**config.mk**
```make
export PLATFORM = sky130hd
export DESIGN_NAME = scpad_dram_req_gen
export DESIGN_NICKNAME = d
export VERILOG_FILES = /design/src/rtl/scpad_pkg.sv /design/src/rtl/scpad_beat_addr_ctr.sv /design/src/rtl/scpad_dram_req_gen.sv
export SDC_FILE = /design/constraint.sdc
export NUM_CORES = 1
export LEC_CHECK = 0
export ABC_AREA = 1
export CAP_MARGIN = 25
export CORE_ASPECT_RATIO = 1.75
export CORE_UTILIZATION = 54
export DETAILED_ROUTE_END_ITERATION = 8
export PLACE_DENSITY = 0.85
export SLEW_MARGIN = 20
export SYNTH_ARGS = -nofsm -noshare
export SYNTH_HDL_FRONTEND = slang
export SYNTH_SLANG_ARGS = --single-unit
```
**constraint.sdc**
```tcl
create_clock -name clk -period 6.2 [get_ports clk]
set_clock_uncertainty 0.15 [all_clocks]
set_input_delay 0.93 -clock clk [delete_from_list [all_inputs] [get_ports clk]]
set_output_delay 0.93 -clock clk [all_outputs]
set_load 0.02 [all_outputs]
```
**src/rtl/scpad_pkg.sv**
```systemverilog
// Shared types and constants for the scratchpad DRAM request path.
package scpad_pkg;

  localparam int unsigned SCPAD_DRAM_ADDR_W = 32;
  localparam int unsigned SCPAD_ID_W        = 4;
  localparam int unsigned SCPAD_SUB_ID_W    = 2;
  localparam int unsigned BEAT_BYTES        = 8;
  localparam int unsigned BEATS_PER_ROW     = 2 ** SCPAD_SUB_ID_W;

  // One DRAM beat request as pushed into the request queue.
  typedef struct packed {
    logic                         write;
    logic [SCPAD_ID_W-1:0]        id;
    logic [SCPAD_SUB_ID_W-1:0]    sub_id;
    logic [SCPAD_DRAM_ADDR_W-1:0] dram_addr;
    logic [7:0]                   num_bytes;
    logic [63:0]                  wdata;
  } dram_beat_req_t;

  // Request generator sequencing states.
  typedef enum logic [2:0] {
    GEN_IDLE,
    GEN_SRAM_RD,
    GEN_WAIT_DATA,
    GEN_ISSUE,
    GEN_DONE
  } gen_state_t;

endpackage

```
**src/rtl/scpad_beat_addr_ctr.sv**
```systemverilog
// Row/beat walker: tracks the current row and beat of a tile command and
// produces the matching DRAM beat address and scratchpad row address.
module scpad_beat_addr_ctr #(
  parameter int unsigned DRAM_ADDR_WIDTH = scpad_pkg::SCPAD_DRAM_ADDR_W,
  parameter int unsigned SUB_ID_WIDTH    = scpad_pkg::SCPAD_SUB_ID_W,
  parameter int unsigned ROW_CNT_WIDTH   = 6,
  parameter int unsigned SRAM_ADDR_WIDTH = 10,
  parameter int unsigned BEAT_BYTES      = scpad_pkg::BEAT_BYTES
) (
  input  logic                       clk,
  input  logic                       n_rst,
  input  logic                       load,
  input  logic                       advance,
  input  logic [DRAM_ADDR_WIDTH-1:0] load_dram_addr,
  input  logic [DRAM_ADDR_WIDTH-1:0] load_stride,
  input  logic [SRAM_ADDR_WIDTH-1:0] load_sram_addr,
  input  logic [ROW_CNT_WIDTH-1:0]   load_num_rows,
  output logic                       last_beat,
  output logic [DRAM_ADDR_WIDTH-1:0] dram_addr,
  output logic [SRAM_ADDR_WIDTH-1:0] sram_addr,
  output logic [SUB_ID_WIDTH-1:0]    beat
);

  logic [ROW_CNT_WIDTH-1:0]   row_cnt;
  logic [ROW_CNT_WIDTH-1:0]   num_rows;
  logic [DRAM_ADDR_WIDTH-1:0] row_base;
  logic [DRAM_ADDR_WIDTH-1:0] stride;
  logic [SRAM_ADDR_WIDTH-1:0] sram_base;

  // Latch the command geometry on load; step beat, and row on beat wrap.
  always_ff @(posedge clk or negedge n_rst) begin
    if (!n_rst) begin
      row_cnt   <= '0;
      num_rows  <= '0;
      beat      <= '0;
      row_base  <= '0;
      stride    <= '0;
      sram_base <= '0;
    end else if (load) begin
      row_cnt   <= '0;
      num_rows  <= load_num_rows;
      beat      <= '0;
      row_base  <= load_dram_addr;
      stride    <= load_stride;
      sram_base <= load_sram_addr;
    end else if (advance) begin
      beat <= beat + SUB_ID_WIDTH'(1);
      if (beat == '1) begin
        row_cnt  <= row_cnt + ROW_CNT_WIDTH'(1);
        row_base <= row_base + stride;
      end
    end
  end

  assign last_beat = (beat == '1) && (row_cnt == num_rows - ROW_CNT_WIDTH'(1));
  assign dram_addr = row_base + DRAM_ADDR_WIDTH'(beat) * DRAM_ADDR_WIDTH'(BEAT_BYTES);
  assign sram_addr = sram_base + SRAM_ADDR_WIDTH'(row_cnt);

endmodule

```
**src/rtl/scpad_dram_req_gen.sv**
```systemverilog
// Splits one scheduler tile command into 64-bit DRAM beat requests,
// fetching store data from the scratchpad one beat at a time.
module scpad_dram_req_gen #(
  parameter int unsigned DRAM_ADDR_WIDTH = scpad_pkg::SCPAD_DRAM_ADDR_W,
  parameter int unsigned ID_WIDTH        = scpad_pkg::SCPAD_ID_W,
  parameter int unsigned SUB_ID_WIDTH    = scpad_pkg::SCPAD_SUB_ID_W,
  parameter int unsigned BEAT_BYTES      = scpad_pkg::BEAT_BYTES,
  parameter int unsigned ROW_CNT_WIDTH   = 6,
  parameter int unsigned SRAM_ADDR_WIDTH = 10
) (
  input  logic                       clk,
  input  logic                       n_rst,
  input  logic                       cmd_valid,
  output logic                       cmd_ready,
  input  logic                       cmd_write,
  input  logic [ID_WIDTH-1:0]        cmd_id,
  input  logic [DRAM_ADDR_WIDTH-1:0] cmd_dram_addr,
  input  logic [DRAM_ADDR_WIDTH-1:0] cmd_dram_stride,
  input  logic [SRAM_ADDR_WIDTH-1:0] cmd_sram_addr,
  input  logic [ROW_CNT_WIDTH-1:0]   cmd_num_rows,
  output logic                       sram_rd_req,
  output logic [SRAM_ADDR_WIDTH-1:0] sram_rd_addr,
  output logic [SUB_ID_WIDTH-1:0]    sram_rd_beat,
  input  logic                       sram_res_valid,
  input  logic [63:0]                sram_rdata,
  output logic                       req_valid,
  input  logic                       req_ready,
  output logic                       req_write,
  output logic [ID_WIDTH-1:0]        req_id,
  output logic [SUB_ID_WIDTH-1:0]    req_sub_id,
  output logic [DRAM_ADDR_WIDTH-1:0] req_dram_addr,
  output logic [7:0]                 req_num_bytes,
  output logic [63:0]                req_wdata,
  output logic                       busy,
  output logic                       done
);

  import scpad_pkg::*;

  gen_state_t                 state_q;
  gen_state_t                 state_d;
  logic                       write_q;
  logic [ID_WIDTH-1:0]        id_q;
  logic [63:0]                wdata_q;
  logic                       accept;
  logic                       advance;
  logic                       last_beat;
  logic [DRAM_ADDR_WIDTH-1:0] beat_dram_addr;
  logic [SRAM_ADDR_WIDTH-1:0] beat_sram_addr;
  logic [SUB_ID_WIDTH-1:0]    beat;
  dram_beat_req_t             req;

  scpad_beat_addr_ctr #(
    .DRAM_ADDR_WIDTH (DRAM_ADDR_WIDTH),
    .SUB_ID_WIDTH    (SUB_ID_WIDTH),
    .ROW_CNT_WIDTH   (ROW_CNT_WIDTH),
    .SRAM_ADDR_WIDTH (SRAM_ADDR_WIDTH),
    .BEAT_BYTES      (BEAT_BYTES)
  ) u_ctr (
    .clk            (clk),
    .n_rst          (n_rst),
    .load           (accept),
    .advance        (advance),
    .load_dram_addr (cmd_dram_addr),
    .load_stride    (cmd_dram_stride),
    .load_sram_addr (cmd_sram_addr),
    .load_num_rows  (cmd_num_rows),
    .last_beat      (last_beat),
    .dram_addr      (beat_dram_addr),
    .sram_addr      (beat_sram_addr),
    .beat           (beat)
  );

  // FSM state register.
  always_ff @(posedge clk or negedge n_rst) begin
    if (!n_rst) state_q <= GEN_IDLE;
    else        state_q <= state_d;
  end

  // Command attributes and store data, held for the whole command.
  always_ff @(posedge clk or negedge n_rst) begin
    if (!n_rst) begin
      write_q <= 1'b0;
      id_q    <= '0;
      wdata_q <= '0;
    end else if (accept) begin
      write_q <= cmd_write;
      id_q    <= cmd_id;
      wdata_q <= '0;
    end else if (state_q == GEN_WAIT_DATA && sram_res_valid) begin
      wdata_q <= sram_rdata;
    end
  end

  // Next-state and handshake decode.
  always_comb begin
    state_d     = state_q;
    cmd_ready   = 1'b0;
    busy        = 1'b0;
    done        = 1'b0;
    sram_rd_req = 1'b0;
    req_valid   = 1'b0;
    accept      = 1'b0;
    advance     = 1'b0;
    case (state_q)
      GEN_IDLE: begin
        cmd_ready = 1'b1;
        if (cmd_valid) begin
          accept = 1'b1;
          if (cmd_num_rows == '0) state_d = GEN_DONE;
          else if (cmd_write)     state_d = GEN_SRAM_RD;
          else                    state_d = GEN_ISSUE;
        end
      end
      GEN_SRAM_RD: begin
        busy        = 1'b1;
        sram_rd_req = 1'b1;
        state_d     = GEN_WAIT_DATA;
      end
      GEN_WAIT_DATA: begin
        busy = 1'b1;
        if (sram_res_valid) state_d = GEN_ISSUE;
      end
      GEN_ISSUE: begin
        busy      = 1'b1;
        req_valid = 1'b1;
        if (req_ready) begin
          advance = 1'b1;
          if (last_beat)    state_d = GEN_DONE;
          else if (write_q) state_d = GEN_SRAM_RD;
          else              state_d = GEN_ISSUE;
        end
      end
      GEN_DONE: begin
        done    = 1'b1;
        state_d = GEN_IDLE;
      end
      default: state_d = GEN_IDLE;
    endcase
  end

  // Beat request bundle; driven only while offered so idle outputs stay zero.
  always_comb begin
    req = '0;
    if (state_q == GEN_ISSUE) begin
      req.write     = write_q;
      req.id        = id_q;
      req.sub_id    = beat;
      req.dram_addr = beat_dram_addr;
      req.num_bytes = 8'(BEAT_BYTES);
      req.wdata     = write_q ? wdata_q : '0;
    end
  end

  assign req_write     = req.write;
  assign req_id        = req.id;
  assign req_sub_id    = req.sub_id;
  assign req_dram_addr = req.dram_addr;
  assign req_num_bytes = req.num_bytes;
  assign req_wdata     = req.wdata;

  assign sram_rd_addr  = sram_rd_req ? beat_sram_addr : '0;
  assign sram_rd_beat  = sram_rd_req ? beat : '0;

endmodule
```
==> flow_summary.yaml, run 1 <==
status:
  status: "completed"
worst_setup_path:
  crit_arrival_ns: 3.44
  cp-start-kind: "register"
  cp.required_ns: 5.12
  cp_max_fo: 5
  worst-setup-path-type: "reg -> out"
  crit_path_end_kind: "primary output"
timing:
  setup_tns_ns: 0
  rsz0062_at_grt: "no"
  slew_violations: 0
  slew_headroom: 0.432
  min_period_ns: 4.52
  tightestPinTransition_ns: 0.852
  timing.hold.ws_ns: 0.297
  setup_violations: 0
  max_clock_freq_mhz: 221
  finalHoldViolations: 0
  fin_crit_sh: 0.729
floorplan:
  rows: 68
  start_util: 0.548
  ioPinCount: 282
  die_area_um2: 20500
  coreArea_um2: 19700
  die_x_um: 109
  fp.dieH_um: 189
min_path:
  hold_path.class: "in -> async"
grt:
  grt_overflow_total: 0
  grt_pass1_vias: 11957
  grt_pass1_wl_um: 63000
  antenna_found_initial: 3
  grt_max_degree: 87
  grt.total_usage: 0.415
final_layout:
  fin_area_um2: 14200
  area_growth_pct: 31.4
  n_fill_cell: 1550
  nets: 2057
  drive_gt1_frac: 0.0369
synth:
  synth.ff_latch_count: 160
  synth_seq_area_share: 0.372
  syn_area_per_cell_um2: 6.68
  async_flop_share: 1.00
  synth_edf_count: 0
  yosys_warnings: 0
  syn_area_um2: 10800
  netlist_instances: 1613
  ys_types: 42
  synthFlopType: "dfrtp_1"
detailed_routing:
  totalWireLength_um: 41800
  routedWlPerCell_um: 19.8
  drtPass1Iterations: 8
  vias: 11966
  via_per_inst: 5.65
  drt_iter0_drc: 957
  ant_nets: 0
  drc: 0
clocking:
  hold_buffers: 0
  clkLatencyLatePin_ns: 0.46
  clock_tree.root_cell: "clkbuf_16"
  numCtsBuffers: 17
  cts_num_sinks: 160
  clk_pin_slew_worst_paths_ns: 0.07
  cts_setup_buffers: 0
  htree_levels: 4
  cts_resized: 0
  cts_tree: "yes"
  cts_buffer_depth: 2
power_and_ir_drop:
  leakagePower_nw: 6.96
  powerDensity_nw_per_um2: 500
  ir_drop_mv: 0.294
  power.total_mw: 7.08
placed_design:
  hpwlAfterDp_um: 30500
  gp_congestion: 1.01
  port_buffers: 274
  place_area_um2: 13600
job:
  cap_viol_max_count: 0
[synth_stat cells (2+ instances only)]
library cell / number / area, µm²
and2_1: 2 / 12.5
o21ai_0: 94 / 470
nand3b_1: 3 / 22.5
buf_4: 12 / 90.1
buf_2: 25 / 125
nor3_1: 23 / 115
dfrtp_1: 160 / 4000
nand2_2: 4 / 25.0
nand2_4: 2 / 22.5
xnor2_1: 11 / 96.3
nand2_1: 494 / 1850
and3_1: 3 / 18.8
a21oi_1: 47 / 235
inv_1: 240 / 901
nor2_1: 193 / 724
o21bai_1: 10 / 75.1
nand4_1: 9 / 56.3
nor2_4: 7 / 78.8
xor2_1: 9 / 78.8
nor2_2: 2 / 12.5
nand3_1: 132 / 661
ha_1: 42 / 526
inv_2: 10 / 37.5
nor4_1: 5 / 31.3
o21a_1: 2 / 15.0
o21ai_1: 21 / 105
o211ai_1: 4 / 30.0
a31oi_1: 2 / 12.5
buf_6: 2 / 22.5
fa_1: 3 / 60.1
clkbuf_1: 21 / 78.8
o221ai_1: 9 / 78.8
[cell families (layout without fill, tap and decap cells)]
family	count (synthesis)	in the layout	share of synthesized area
compound gates	191	191	0.0966
xor+xnor	20	20	0.0163
fa+ha+maj	45	45	0.0544
buf+inv	312	562	0.117
flops	160	160	0.372
other cells	1	10	0.000348
simple gates	884	884	0.343
[sequential cells by signal, indices dropped and copies added, names as in the netlist]
name and cells:
u_ctr.num_rows 6, u_ctr.row_cnt 6, u_ctr.stride 32, state_q 3, wdata_q 64, write_q 1
u_ctr.sram_base 10, u_ctr.beat 2, u_ctr.row_base 32, id_q 4
[critical path, cell delays in order, from the launching register on]
cell	delay [ns]
dfrtp_1	0.53
nand2_1	0.20
inv_1	0.29
nand4_1	0.52
nor4_1	0.33
nand2_1	0.14
xor2_1	0.16
nor2_1	0.16
clkdlybuf4s50_1	0.65
[cell usage in the layout (no fill, tap or decap), drive strengths merged, types with 8 or more instances in the layout]
cell / synthesis / final
dfrtp: 160 / 160
nor3: 25 / 25
nor2: 202 / 202
xor2: 9 / 9
nand3: 133 / 133
o221ai: 9 / 9
xnor2: 11 / 11
nand2: 500 / 500
ha: 42 / 42
nand4: 10 / 10
a21oi: 47 / 47
clkbuf: 21 / 18
inv: 250 / 254
o21bai: 10 / 10
buf: 40 / 8
o21ai: 116 / 116
clkdlybuf4s50: 0 / 273
[layout make-up]
class / instances / area [µm²] / area share
Multi-Input combinational cell: 1147 / 5540 / 0.391
Tap cell: 245 / 307 / 0.0217
Sequential cell: 160 / 4000 / 0.283
Clock inverter: 12 / 110 / 0.00778
Clock buffer: 18 / 429 / 0.0303
Timing Repair Buffer: 281 / 2820 / 0.199
Inverter: 251 / 943 / 0.0667
Antenna cell: 3 / 7.51 / 0.000530
[report_power, final]
| group | switching, mW | leakage, nW | internal [mW] |
|---|---|---|---|
| Clock | 0.470 | 0.267 | 0.550 |
| Combinational | 2.73 | 4.69 | 1.39 |
| Sequential | 0.416 | 2.00 | 1.52 |
| Total | 3.61 | 6.96 | 3.46 |
[path summary, 6_finish.rpt]
kind | to | startpoint | slack (ns) | depth (start not counted)
hold / removal | u_ctr.stride[26] | n_rst | 0.30 | 1
min in group clk | u_ctr.stride[8] | u_ctr.stride[8] | 0.34 | 2
max in group asynchronous | wdata_q[39] | n_rst | 4.48 | 2
setup / recovery | req_dram_addr[30] | u_ctr.row_base[19] | 1.68 | 8
hold reg to reg | u_ctr.stride[8] | u_ctr.stride[8] | 0.34 | 2
setup reg to reg | u_ctr.row_base[30] | state_q[2] | 3.31 | 9
[layer usage]
metal  wire length [µm]  up-vias  global-route usage
li1                   -     5528                   -
met1              14000     5554               0.422
met2              21100      692               0.710
met3               3520      192               0.109
met4               3280        0               0.315
met5                  0        -                   0
[through the flow]
step / setup WS (ns) / cells / utilization
finish: 1.68 / 2117 / 0.720
global route: 1.50 / 2117 / 0.720
CTS: 1.87 / 2113 / 0.718
detailed placement: 2.37 / 2083 / 0.691
global placement: 2.49 / 2083 / 0.691
floorplan: 3.20 / 1619 / -
Note: power is estimated with default switching activity, not from simulation.
==> run 2, diff against run 1 <==
--- a/config.mk
+++ b/config.mk
@@ -8,9 +8,9 @@
 export ABC_AREA = 1
 export CAP_MARGIN = 25
 export CORE_ASPECT_RATIO = 1.75
-export CORE_UTILIZATION = 54
+export CORE_UTILIZATION = 45
 export DETAILED_ROUTE_END_ITERATION = 8
-export PLACE_DENSITY = 0.85
+export PLACE_DENSITY = 0.76
 export SLEW_MARGIN = 20
 export SYNTH_ARGS = -nofsm -noshare
 export SYNTH_HDL_FRONTEND = slang
==> constraint.sdc (replaced) <==
create_clock -name clk -period 3.7 [get_ports clk]
set_clock_uncertainty 0.15 [all_clocks]
set_input_delay 0.555 -clock clk [delete_from_list [all_inputs] [get_ports clk]]
set_output_delay 0.555 -clock clk [all_outputs]
set_load 0.02 [all_outputs]
==> flow_summary.yaml, run 2 (synthesized netlist as in run 1, its figures left out) <==
placed_design:
  dp_cells: 2154
  dpl_worst_slack_ns: 0.490
  gp_congestion: 1.09
  port_buffers: 274
  hpwlAfterDp_um: 30000
power_and_ir_drop:
  ir_drop_mv: 0.447
  seq_power_share: 0.267
  power.total_mw: 11.8
  switchingPower_mw: 5.82
  internal-power_mw: 5.98
  power_frac_clock: 0.155
  leakagePower_nw: 7.16
  powerDensity_nw_per_um2: 817
  p_sw_frac: 0.493
  p_comb_frac: 0.578
status:
  violations: "negative hold slack"
  status: "complete, but fails checks"
timing:
  setup_tns_ns: 0
  fin_crit_sh: 0.967
  slew_violations: 0
  min_period_ns: 3.58
  timing.hold.ws_ns: -0.00231
  tightestPinTransition_ns: 0.863
  max_clock_freq_mhz: 280
  fin_ws_ns: 0.124
  finalHoldViolations: 2
  slew_headroom: 0.425
  setup_violations: 0
final_layout:
  n_fill_cell: 2217
  area_growth_pct: 34.0
  reg_top3: "wdata_q (64), u_ctr.row_base (32), u_ctr.stride (32)"
  largest_register: "wdata_q"
  fin_cells: 2188
  drive_gt1_frac: 0.0468
  final_cell_mix: "nand2_1 (493), clkdlybuf4s50_1 (265), inv_1 (240)"
  layout_commonest_cell: "nand2_1"
  largest_reg_flops: 64
  nets: 2068
detailed_routing:
  ant_nets: 0
  routedWlPerCell_um: 17.7
  drt_iter0_drc: 653
  drc: 0
  totalWireLength_um: 38700
  drtPass1Iterations: 6
  vias: 11388
  via_per_inst: 5.20
floorplan:
  coreArea_um2: 23400
  rows: 74
  start_util: 0.460
  die_area_um2: 24600
  die_x_um: 119
  ioPinCount: 282
  fp.dieH_um: 207
worst_setup_path:
  crit_path_end_kind: "primary output"
  cp_max_fo: 4
  worst-setup-path-type: "reg -> out"
  crit_arrival_ns: 2.87
  cp.required_ns: 2.99
  crit_family: "buffers and inverters"
  cpMostUsedCell: "nor2_4"
  critPathBufInv: 2
  cp_slowest_cell: "clkdlybuf4s50_1"
  critical-path-max-stage-delay_ns: 0.60
  path_cells: "ha_1 -> nand2_1 -> o21ai_4 -> inv_2 -> nor2_4 -> nand4_4 -> nor2_4 -> a21oi_1 -> nor2_1 -> clkdlybuf4s50_1"
  cp-start-kind: "register"
clocking:
  clk_pin_slew_worst_paths_ns: 0.07
  clock_tree.root_cell: "clkbuf_16"
  clkLatencyLatePin_ns: 0.45
  cts_buffer_depth: 2
  numCtsBuffers: 17
  hold_buffers: 0
  cts_tree: "yes"
  cts_num_sinks: 160
  htree_levels: 4
min_path:
  hold_path.class: "in -> async"
grt:
  antenna_found_initial: 2
  grt_pass1_wl_um: 59300
  grt.total_usage: 0.322
  grt_overflow_total: 0
  grt_max_degree: 91
  grt_pass1_vias: 11224
job:
  cap_viol_max_count: 0
==> run 2: path summary, 6_finish.rpt <==
path | end | from | slack [ns] | cells after the start
setup reg to reg | u_ctr.row_base[28] | u_ctr.row_base[0] | 0.86 | 13
max in group asynchronous | u_ctr.stride[27] | n_rst | 2.49 | 2
hold / removal | u_ctr.stride[21] | n_rst | -0.002 | 1
setup / recovery | req_dram_addr[28] | u_ctr.beat[1] | 0.12 | 10
hold reg to reg | u_ctr.stride[8] | u_ctr.stride[8] | 0.34 | 2
min in group clk | u_ctr.stride[8] | u_ctr.stride[8] | 0.34 | 2
==> run 2: routing by layer <==
metal  track usage  up-vias  wire, µm
met1         0.319     5199     13700
met4         0.257        0      3200
met5             0        -         0
met2         0.571      500     19200
met3        0.0838      146      2660
li1              -     5543         -
==> run 2: power groups by stage <==
stage          Sequential, mW  Combinational (mW)  Clock (mW)
2_1_floorplan            2.94                4.52           0
3_3_place_gp             3.14                6.68           0
3_5_place_dp             3.16                6.75           0
4_1_cts                  3.14                6.79        1.85
5_1_grt                  3.23                7.59        1.91
6_report                 3.15                6.82        1.82
==> run 2: area by class of cell <==
type | instances | area, µm² | share of cell area
Antenna cell | 2 | 5.00 | 0.000347
Clock buffer | 18 | 439 | 0.0304
Clock inverter | 14 | 159 | 0.0110
Inverter | 251 | 946 | 0.0655
Multi-Input combinational cell | 1147 | 5560 | 0.385
Sequential cell | 160 | 4000 | 0.277
Tap cell | 304 | 380 | 0.0263
Timing Repair Buffer | 292 | 2950 | 0.204
==> run 2: metrics by stage <==
stage | area, µm² | utilization
after floorplan | 10800 | -
after global placement | 13800 | 0.589
after detailed placement | 13800 | 0.589
after CTS | 14400 | 0.614
after global routing | 14400 | 0.616
final | 14400 | 0.616
==> run 2: what timing repair did <==
action	CTS	global route
resized for setup	2	13
setup endpoints to repair	2	75
pin swaps	0	0
buffers inserted	0	0
==> run 3, diff against run 2 <==
--- a/config.mk
+++ b/config.mk
@@ -5,10 +5,10 @@
 export SDC_FILE = /design/constraint.sdc
 export NUM_CORES = 1
 export LEC_CHECK = 0
-export ABC_AREA = 1
 export CAP_MARGIN = 25
 export CORE_ASPECT_RATIO = 1.75
-export CORE_UTILIZATION = 45
+export CORE_MARGIN = 5
+export CORE_UTILIZATION = 44
 export DETAILED_ROUTE_END_ITERATION = 8
 export PLACE_DENSITY = 0.76
 export SLEW_MARGIN = 20
==> flow_summary.yaml, run 3 <==
worst_setup_path:
  r2r_end: "u_ctr.row_base[31]"
  cp_slowest_cell: "clkdlybuf4s50_1"
  cpMostUsedCell: "a21oi_1"
  reg2reg_depth: 10
  cp-startpoint: "u_ctr.row_cnt[1]"
  cp.required_ns: 2.99
  critical-path-max-stage-delay_ns: 0.66
  crit_path_end_kind: "primary output"
  worst-setup-path-type: "reg -> out"
  path_cells: "ha_1 -> a21o_1 -> a21oi_1 -> o21bai_1 -> a21oi_1 -> nor2b_1 -> nor3_1 -> clkdlybuf4s50_1"
  reg2reg_slack_ns: 0.40
  cp-start-kind: "register"
  cp_max_fo: 6
  crit_end: "sram_rd_addr[5]"
  r2r_start: "u_ctr.row_base[7]"
  crit_arrival_ns: 2.87
min_path:
  hold_path.class: "in -> async"
placed_design:
  hpwlAfterDp_um: 22300
  gp_congestion: 0.915
  port_buffers: 274
  dp_cells: 1695
synth:
  yosys_warnings: 0
  synth_area_leader_cell: "dfrtp_1"
  synth_edf_count: 0
  post-synth-top-count-cell: "nand2_1"
  syn_area_per_cell_um2: 8.14
  synth_seq_area_share: 0.416
  yosysTopAreaCellShare: 0.416
  async_flop_share: 1.00
  ys_top_cells_by_count: "nand2_1 (327), dfrtp_1 (160), o21ai_0 (113)"
  synthFlopType: "dfrtp_1"
  netlist_instances: 1181
  ys_types: 60
  syn_area_um2: 9620
  ys_top_cells_by_area: "dfrtp_1 (42%), nand2_1 (13%), o21ai_0 (5.9%)"
  synth.ff_latch_count: 160
floorplan:
  coreArea_um2: 21500
  start_util: 0.447
  die_area_um2: 25000
  fp.dieH_um: 206
  die_x_um: 122
  ioPinCount: 282
  rows: 71
detailed_routing:
  routedWlPerCell_um: 17.5
  vias: 9286
  drt_iter0_drc: 447
  via_per_inst: 5.38
  drc: 0
  ant_nets: 0
  totalWireLength_um: 30300
  drtPass1Iterations: 5
power_and_ir_drop:
  powerDensity_nw_per_um2: 854
  leakagePower_nw: 6.25
  ir_drop_mv: 0.529
clocking:
  cts_num_sinks: 160
  cts_tree: "yes"
  clock_tree.root_cell: "clkbuf_16"
  clkLatencyLatePin_ns: 0.43
  htree_levels: 4
  cts_resized: 16
  cts_buffer_depth: 2
  clk_pin_slew_worst_paths_ns: 0.06
  cts_setup_buffers: 0
  numCtsBuffers: 17
  hold_buffers: 0
grt:
  met2_usage: 0.441
  grt_max_degree: 85
  grt.total_usage: 0.243
  grt-busiest-layer: "met2"
  antenna_found_initial: 2
  grtUsageMet3: 0.0660
  grt_overflow_total: 0
  grt_pass1_vias: 9344
  grt_pass1_wl_um: 47900
  grt_use_met1: 0.261
timing:
  finalHoldViolations: 0
  rsz0062_at_grt: "no"
  max_clock_freq_mhz: 280
  min_period_ns: 3.57
  tightestPinTransition_ns: 0.844
  slew_headroom: 0.438
  fin_crit_sh: 0.966
  setup_violations: 0
  setup_tns_ns: 0
  slew_violations: 0
final_layout:
  area_growth_pct: 37.8
  n_fill_cell: 1890
  reg_top3: "wdata_q (64), u_ctr.row_base (32), u_ctr.stride (32)"
  largest_register: "wdata_q"
  layout_commonest_cell: "nand2_1"
  largest_reg_flops: 64
  fin_cells: 1727
  final_cell_mix: "nand2_1 (326), clkdlybuf4s50_1 (255), dfrtp_1 (160)"
  drive_gt1_frac: 0.0530
  multi_input_area_um2: 5260
  antenna_cells: 0
  seq_area_um2: 4000
  nets: 1621
status:
  status: "completed"
job:
  cap_viol_max_count: 0
-- run 3: cells by family (layout without fill, tap and decap cells) --
group	count (synthesis)	after routing	share of synthesized area
and+or+nand+nor	569	569	0.268
AOI/OAI and AO/OA	242	242	0.151
DFF	160	160	0.416
buffers and inverters	96	344	0.0415
xor gates and xnor gates	66	66	0.0601
adders and majority gates	45	45	0.0609
muxes	2	2	0.00208
other	1	7	0.000390
-- run 3: worst min path at each step --
stage	start	depth (start not counted)	slack, ns	end
2_1_floorplan	n_rst	0	0.11	id_q[0]
3_3_place_gp	id_q[2]	2	0.30	id_q[2]
3_5_place_dp	id_q[1]	2	0.30	id_q[1]
4_1_cts	n_rst	1	0.06	wdata_q[20]
5_1_grt	n_rst	1	0.09	wdata_q[20]
6_report	n_rst	1	0.02	wdata_q[20]
-- run 3: final cells by class --
class / instances / share of cell area
Clock buffer: 21 / 0.0363
Tap cell: 292 / 0.0276
Sequential cell: 160 / 0.302
Clock inverter: 11 / 0.0114
Multi-Input combinational cell: 931 / 0.397
Timing Repair Buffer: 296 / 0.221
Inverter: 16 / 0.00453
-- run 3: power breakdown --
part / switching [mW] / leakage, nW / internal [mW]
clock network: 0.758 / 0.298 / 1.14
logic: 3.53 / 3.94 / 2.64
registers: 0.678 / 2.01 / 2.57
-- run 3: stage by stage --
step / setup slack (ns) / cell area (µm²) / power [mW] / utilization / hold WS, ns
after floorplan: 0.800 / 9640 / 7.24 / - / 0.109
after global placement: 0.258 / 12600 / 9.29 / 0.588 / 0.300
after detailed placement: 0.212 / 12600 / 9.45 / 0.588 / 0.304
after CTS: 0.0386 / 13300 / 11.3 / 0.617 / 0.0601
after global routing: 0.00254 / 13300 / 12.2 / 0.617 / 0.0927
final: 0.125 / 13300 / 11.3 / 0.617 / 0.0233
-- run 3: per-layer routing --
| layer | part of all wire | wire [µm] | up-vias |
|---|---|---|---|
| met2 | 0.53 | 16100 | 320 |
| met4 | 0.034 | 1030 | 2 |
| li1 | - | - | 4453 |
| met5 | 0.00043 | 13 | - |
| met1 | 0.36 | 11000 | 4449 |
| met3 | 0.068 | 2060 | 62 |
-- run 3: critical path: cells and delay by family (launching register included) --
family | cells | cell delay, ns
AOI/OAI and AO/OA | 4 | 0.71
and+or+nand+nor | 2 | 0.30
buffers and inverters | 1 | 0.66
DFF | 1 | 0.46
adders and majority gates | 1 | 0.31
